$ cat src/rtl/controller.sv
// LC3 main sequencing FSM: walks each instruction through fetch, decode,
// execute/memory, register writeback and PC update. The current state code
// is the only output; the datapath derives all of its enables from it.
module controller (
    input  logic       clock,
    input  logic       reset,      // synchronous, active-low
    input  logic [5:0] c_control,  // [5:2] opcode, [1] branch taken, [0] unused
    input  logic       complete,   // memory access done
    output logic [3:0] state
);

    typedef enum logic [3:0] {
        FETCH        = 4'd0,
        DECODE       = 4'd1,
        EXECUTE      = 4'd2,
        COMPUTE_ADDR = 4'd3,
        READ_MEM     = 4'd4,
        READ_INDIR   = 4'd5,
        WRITE_MEM    = 4'd6,
        UPDATE_REG   = 4'd7,
        UPDATE_PC    = 4'd8,
        BRANCH_PC    = 4'd9,
        HALT         = 4'd10
    } state_t;

    localparam logic [3:0] OP_BR   = 4'b0000;
    localparam logic [3:0] OP_ADD  = 4'b0001;
    localparam logic [3:0] OP_LD   = 4'b0010;
    localparam logic [3:0] OP_ST   = 4'b0011;
    localparam logic [3:0] OP_JSR  = 4'b0100;
    localparam logic [3:0] OP_AND  = 4'b0101;
    localparam logic [3:0] OP_LDR  = 4'b0110;
    localparam logic [3:0] OP_STR  = 4'b0111;
    localparam logic [3:0] OP_RTI  = 4'b1000;
    localparam logic [3:0] OP_NOT  = 4'b1001;
    localparam logic [3:0] OP_LDI  = 4'b1010;
    localparam logic [3:0] OP_STI  = 4'b1011;
    localparam logic [3:0] OP_JMP  = 4'b1100;
    localparam logic [3:0] OP_RSV  = 4'b1101;
    localparam logic [3:0] OP_LEA  = 4'b1110;
    localparam logic [3:0] OP_TRAP = 4'b1111;

    state_t     r_state;
    state_t     w_next;
    logic [3:0] w_op;
    logic       w_br_taken;
    logic       w_unused;

    assign w_op       = c_control[5:2];
    assign w_br_taken = c_control[1];
    assign w_unused   = c_control[0];
    assign state      = r_state;

    // State register; reset wins over every transition, including HALT.
    always_ff @(posedge clock) begin
        if (!reset) begin
            r_state <= FETCH;
        end else begin
            r_state <= w_next;
        end
    end

    // Next-state decode from current state, opcode, branch flag and complete.
    always_comb begin
        w_next = r_state;
        case (r_state)
            FETCH: begin
                if (complete) w_next = DECODE;
            end
            DECODE: begin
                case (w_op)
                    OP_ADD, OP_AND, OP_NOT, OP_LEA:         w_next = EXECUTE;
                    OP_LD, OP_LDR, OP_LDI,
                    OP_ST, OP_STR, OP_STI:                  w_next = COMPUTE_ADDR;
                    OP_BR:   w_next = w_br_taken ? BRANCH_PC : UPDATE_PC;
                    OP_JMP:  w_next = BRANCH_PC;
                    OP_JSR:  w_next = UPDATE_REG;
                    OP_TRAP: w_next = HALT;
                    OP_RTI, OP_RSV:                         w_next = UPDATE_PC;
                    default: w_next = UPDATE_PC;
                endcase
            end
            EXECUTE: begin
                w_next = UPDATE_REG;
            end
            COMPUTE_ADDR: begin
                case (w_op)
                    OP_LD, OP_LDR: w_next = READ_MEM;
                    OP_ST, OP_STR: w_next = WRITE_MEM;
                    OP_LDI, OP_STI: w_next = READ_INDIR;
                    // Opcode changed under us; abandon the instruction.
                    default:       w_next = FETCH;
                endcase
            end
            READ_INDIR: begin
                if (complete) begin
                    if (w_op == OP_LDI) begin
                        w_next = READ_MEM;
                    end else if (w_op == OP_STI) begin
                        w_next = WRITE_MEM;
                    end else begin
                        w_next = FETCH;
                    end
                end
            end
            READ_MEM: begin
                if (complete) w_next = UPDATE_REG;
            end
            WRITE_MEM: begin
                if (complete) w_next = UPDATE_PC;
            end
            UPDATE_REG: begin
                // JSR has saved R7 and now jumps; everything else just steps PC.
                w_next = (w_op == OP_JSR) ? BRANCH_PC : UPDATE_PC;
            end
            UPDATE_PC: begin
                w_next = FETCH;
            end
            BRANCH_PC: begin
                w_next = FETCH;
            end
            HALT: begin
                w_next = HALT;
            end
            // Codes 11-15 recover to FETCH.
            default: begin
                w_next = FETCH;
            end
        endcase
    end

endmodule

$ cat config.mk
export PLATFORM = sky130hd
export DESIGN_NAME = controller
export DESIGN_NICKNAME = d
export VERILOG_FILES = /design/src/rtl/controller.sv
export SDC_FILE = /design/constraint.sdc
export NUM_CORES = 1
export LEC_CHECK = 0
export ABC_AREA = 1
export BUFFER_PORTS_ARGS = -buffer_cell sky130_fd_sc_hd__buf_2
export CAP_MARGIN = 25
export CORE_AREA = 2 2 39 41
export CTS_CLUSTER_DIAMETER = 200
export DETAILED_ROUTE_END_ITERATION = 6
export DIE_AREA = 0 0 41 43
export PLACE_DENSITY = 0.58
export SLEW_MARGIN = 10
export SYNTH_ARGS = -nofsm -noshare
export SYNTH_HDL_FRONTEND = slang
export SYNTH_SLANG_ARGS = --single-unit
$ cat constraint.sdc
create_clock -name clock -period 2.94 [get_ports clock]
set_input_delay 0.294 -clock clock [delete_from_list [all_inputs] [get_ports clock]]
set_output_delay 0.294 -clock clock [all_outputs]
set_load 0.02 [all_outputs]
After elaboration in Yosys (flattened, before gate mapping) --
Index checks and enable logic that the tools add are counted.
Operators by class: equal/unequal tests 27, reductions and logical operators 9, multiplexer cells 11
Operators by type and width (count):
- equality test 4 bit (second input constant) | 9
- one-hot mux 4 bit (9 select lines) | 1
- equality test 4 x 3 -> 1 bit (second input constant) | 8
- one-hot mux 4 bit (7 select lines) | 1
- equality test 4 x 2 -> 1 bit (second input constant) | 4
- 2-to-1 mux 4 bit | 4
- one-hot mux 3 bit (3 select lines) | 1
- equality test 4 x 1 -> 1 bit (second input constant) | 2
- zero test 4 bit | 2
- inequality test 2 bit (second input constant) | 4
- OR reduction 2 bit | 4
- 2-to-1 mux 3 bit | 2
- OR reduction 6 bit | 1
- AND reduction 4 bit | 1
- OR reduction 4 bit | 1
- 2-to-1 mux 1 bit | 2
Storage, ports and cells: logic and storage cells 48, register bits after elaboration 4, output and inout bits 4, input port bits 9

Longest topological paths before layout --
depth after elaboration 5, mapped depth 9, mapped depth without buffers 9

Worst setup path after synthesis --
No wires, ideal clock.
path kind flip-flop to flip-flop, start register r_state[2], in the netlist state[2], end register r_state[2], in the netlist state[2], setup slack 1.777 ns, buffers on the path 0, data arrival time 1.093 ns, setup time 0.070 ns, cell stages (with the launch flop) 7, path through dfxtp_1 > nand2_2 > o21ai_1 > nand2_2 > inv_2 > nand2_1 > a21oi_1
On the way: word-level cells in the longest chain between the ends 3
RTL lines:
- start, declared | line 43 | state_t r_state;
- start signal, assigned | line 59 | r_state <= w_next;
- equality test 4 x 3 -> 1 bit / zero test 4 bit (equally long branches) | line 66 | case (r_state)
- inequality test 2 bit (no line)
- AND reduction 4 bit (no line)
Parallel ways exist; a longest one is shown, timed or not. A chain may end at the register's enable or synchronous reset.

Worst setup path after layout --
start register r_state[2], in the netlist state[2], end output port state[2]
RTL lines:
- end, declared | line 9 | output logic [3:0] state
No word-level cell between the ends.

==> run_results.csv <==
group,metric,value,unit
outcome,outcome,"finished, final reports clean",
critical_path,slowest_delay,0.44,ns
synthesis,netlist_top_cells_area,"nand2_1 30%, dfxtp_1 19%, nand3_1 12%, nor2_1 9.9%, inv_1 9.0%",
critical_path,cp_max_fo,6,
layout,final_core_util,37.3,%
placement,dp_hpwl,798,um
cts,clock-sinks,4,
worst_hold_path,hold_class,"in2reg",
global_routing,grt_usage,13.3,%
cts,clk_pin_slew,0.03,ns
power,power-per-cell-area,755,nW/um2
timing,tightest_slew,0.242,ns
route,post_drt_wl_per_cell,8.14,um
timing,fmax,849,MHz
floorplanning,die_area,1760,um2
global_routing,antenna_found_initial,0,
route,drt-initial-drc-count,13,
timing,period_minus_slack,1.18,ns
layout,fillers,166,
global_routing,grt_max_degree,7,
cts,cts_hold_buf,0,
cts,cts_buffers,3,
power,leakage,0.293,nW
critical_path,path_buf_inv,1,
floorplanning,rows,14,
cts,cts_max_path_buffers,2,
timing,setup_viol,0,
synthesis,syn_avg_cell_area,4.99,um2
critical_path,critical_path_class,"reg2out",
timing,finalClockSkew,0.00239,ns
cts,cts-root-buf,"clkbuf_4",
critical_path,crit_family,"flip-flops",
route,drc,0,
timing,finalSetupTns,0,ns
route,vias,501,
cts,htreeDepth,1,
critical_path,critPathArrivalTime,0.88,ns
critical_path,end_kind,"primary output",
timing,layout_worst_path_cycle_share,40.1,%
cts,postCtsSetupRepairBufs,0,
synthesis,ys_warn_count,0,
cts,clkLatencyLatePin,0.23,ns
critical_path,cp_cell_sequence,"buf_2",
synthesis,syn-num-nets,93,
synthesis,yosysTopAreaCell,"nand2_1",
synthesis,ys_seq_area_share,19.1,%
global_routing,grt_pass1_wl,1570,um
layout,synthToLayoutAreaGrowth,23.3,%
synthesis,synth_cells,84,
critical_path,cp_slowest_cell,"dfxtp_1",
global_routing,grt_pass1_vias,396,
floorplanning,die_y,43,um
synthesis,yosysUniqueCellTypes,11,
power,vdd_ir_drop_max,358,uV
floorplanning,initial_utilization,30.3,%
layout,largest_reg_flops,4,
job,max_cap_viol_count,0,
placement,routabilityCongestion,0.838,
synthesis,syn_area,419,um2
timing,rsz0062_at_grt,"no",
critical_path,cp-start-kind,"flip-flop",
synthesis,synth-seq-cells,4,
timing,finalMaxSlewViolations,0,
timing,slew_headroom,83.8,%
route,ant_nets,0,
placement,numPortBuffers,11,
route,wl,928,um
layout,nNetsFinal,109,
floorplanning,die_w,41,um
route,firstDrtPassIters,4,
timing,hold_viol,0,
layout,drive_above_1_share,24.5,%
floorplanning,coreArea,1380,um2
critical_path,required,2.65,ns
synthesis,synth_top_area_share,29.6,%
cts,cts_tree,"done",
global_routing,grt-ovfl-total,0,
layout,antenna_cells,0,
floorplanning,ios,13,
cts,post_cts_resized,0,
route,vias_per_cell,4.39,
-- per-layer routing --
layer | track usage, % | wire length (um)
met5 | 0 | 0
met1 | 18.2 | 454
met3 | 3.14 | 45
met2 | 18.1 | 428
met4 | 8.00 | 0
-- final timing paths --
| check | startpoint | endpoint | slack (ns) | depth (start not counted) |
|---|---|---|---|---|
| worst max-delay path | state[2] | state[2] | 1.76 | 1 |
| worst min-delay path | reset | state[3] | 0.34 | 3 |
| worst max register to register | state[2] | state[2] | 1.78 | 8 |
| worst min register to register | state[1] | state[1] | 0.50 | 2 |
-- cell type report --
class | instances | area, um2 | share of cell area, %
clock buffers | 3 | 22.5 | 4.36
inverters | 14 | 52.6 | 10.2
multi-input cells | 66 | 287 | 55.4
flip-flops and latches | 4 | 80.1 | 15.5
well taps | 16 | 20.0 | 3.87
repair buffers | 11 | 55.1 | 10.7
-- Yosys cell counts, drive strengths merged --
master,count
a21oi,4
dfxtp,4
inv,14
nand2,35
nand3,10
nor2,15
o2111ai,1
o21ai,1
-- power by group --
group	switching, mW	total, mW	internal [mW]
logic	0.151	0.232	0.0816
registers	0.0216	0.0932	0.0716
clock network	0.0193	0.0647	0.0454
-- metrics by stage --
stage / instances / cell area [um2] / total power [mW] / hold slack (ns) / setup slack, ns
global route: 114 / 517 / 0.439 / 0.351 / 1.57
global placement: 111 / 494 / 0.327 / 0.496 / 1.79
finish: 114 / 517 / 0.390 / 0.339 / 1.76
detailed placement: 111 / 494 / 0.327 / 0.498 / 1.77
floorplan: 84 / 419 / 0.271 / 0.456 / 1.78
CTS: 114 / 517 / 0.397 / 0.338 / 1.75
-- kinds of logic after synthesis --
logic type / count (synthesis) / share of synthesized area, %
compound gates: 6 / 8.06
simple gates: 60 / 60.3
flops: 4 / 19.1
buf+inv: 14 / 12.5
-- placed cells by master, fill, tap and decap left out, types with 3 or more instances in the layout --
cell type   n
buf_2      11
inv_1      10
inv_2       4
nand3_1    10
dfxtp_1     4
nand2_1    33
a21oi_1     4
nor2_2      4
clkbuf_4    3
nor2_1     11
Power figures use the tool's default switching activity.
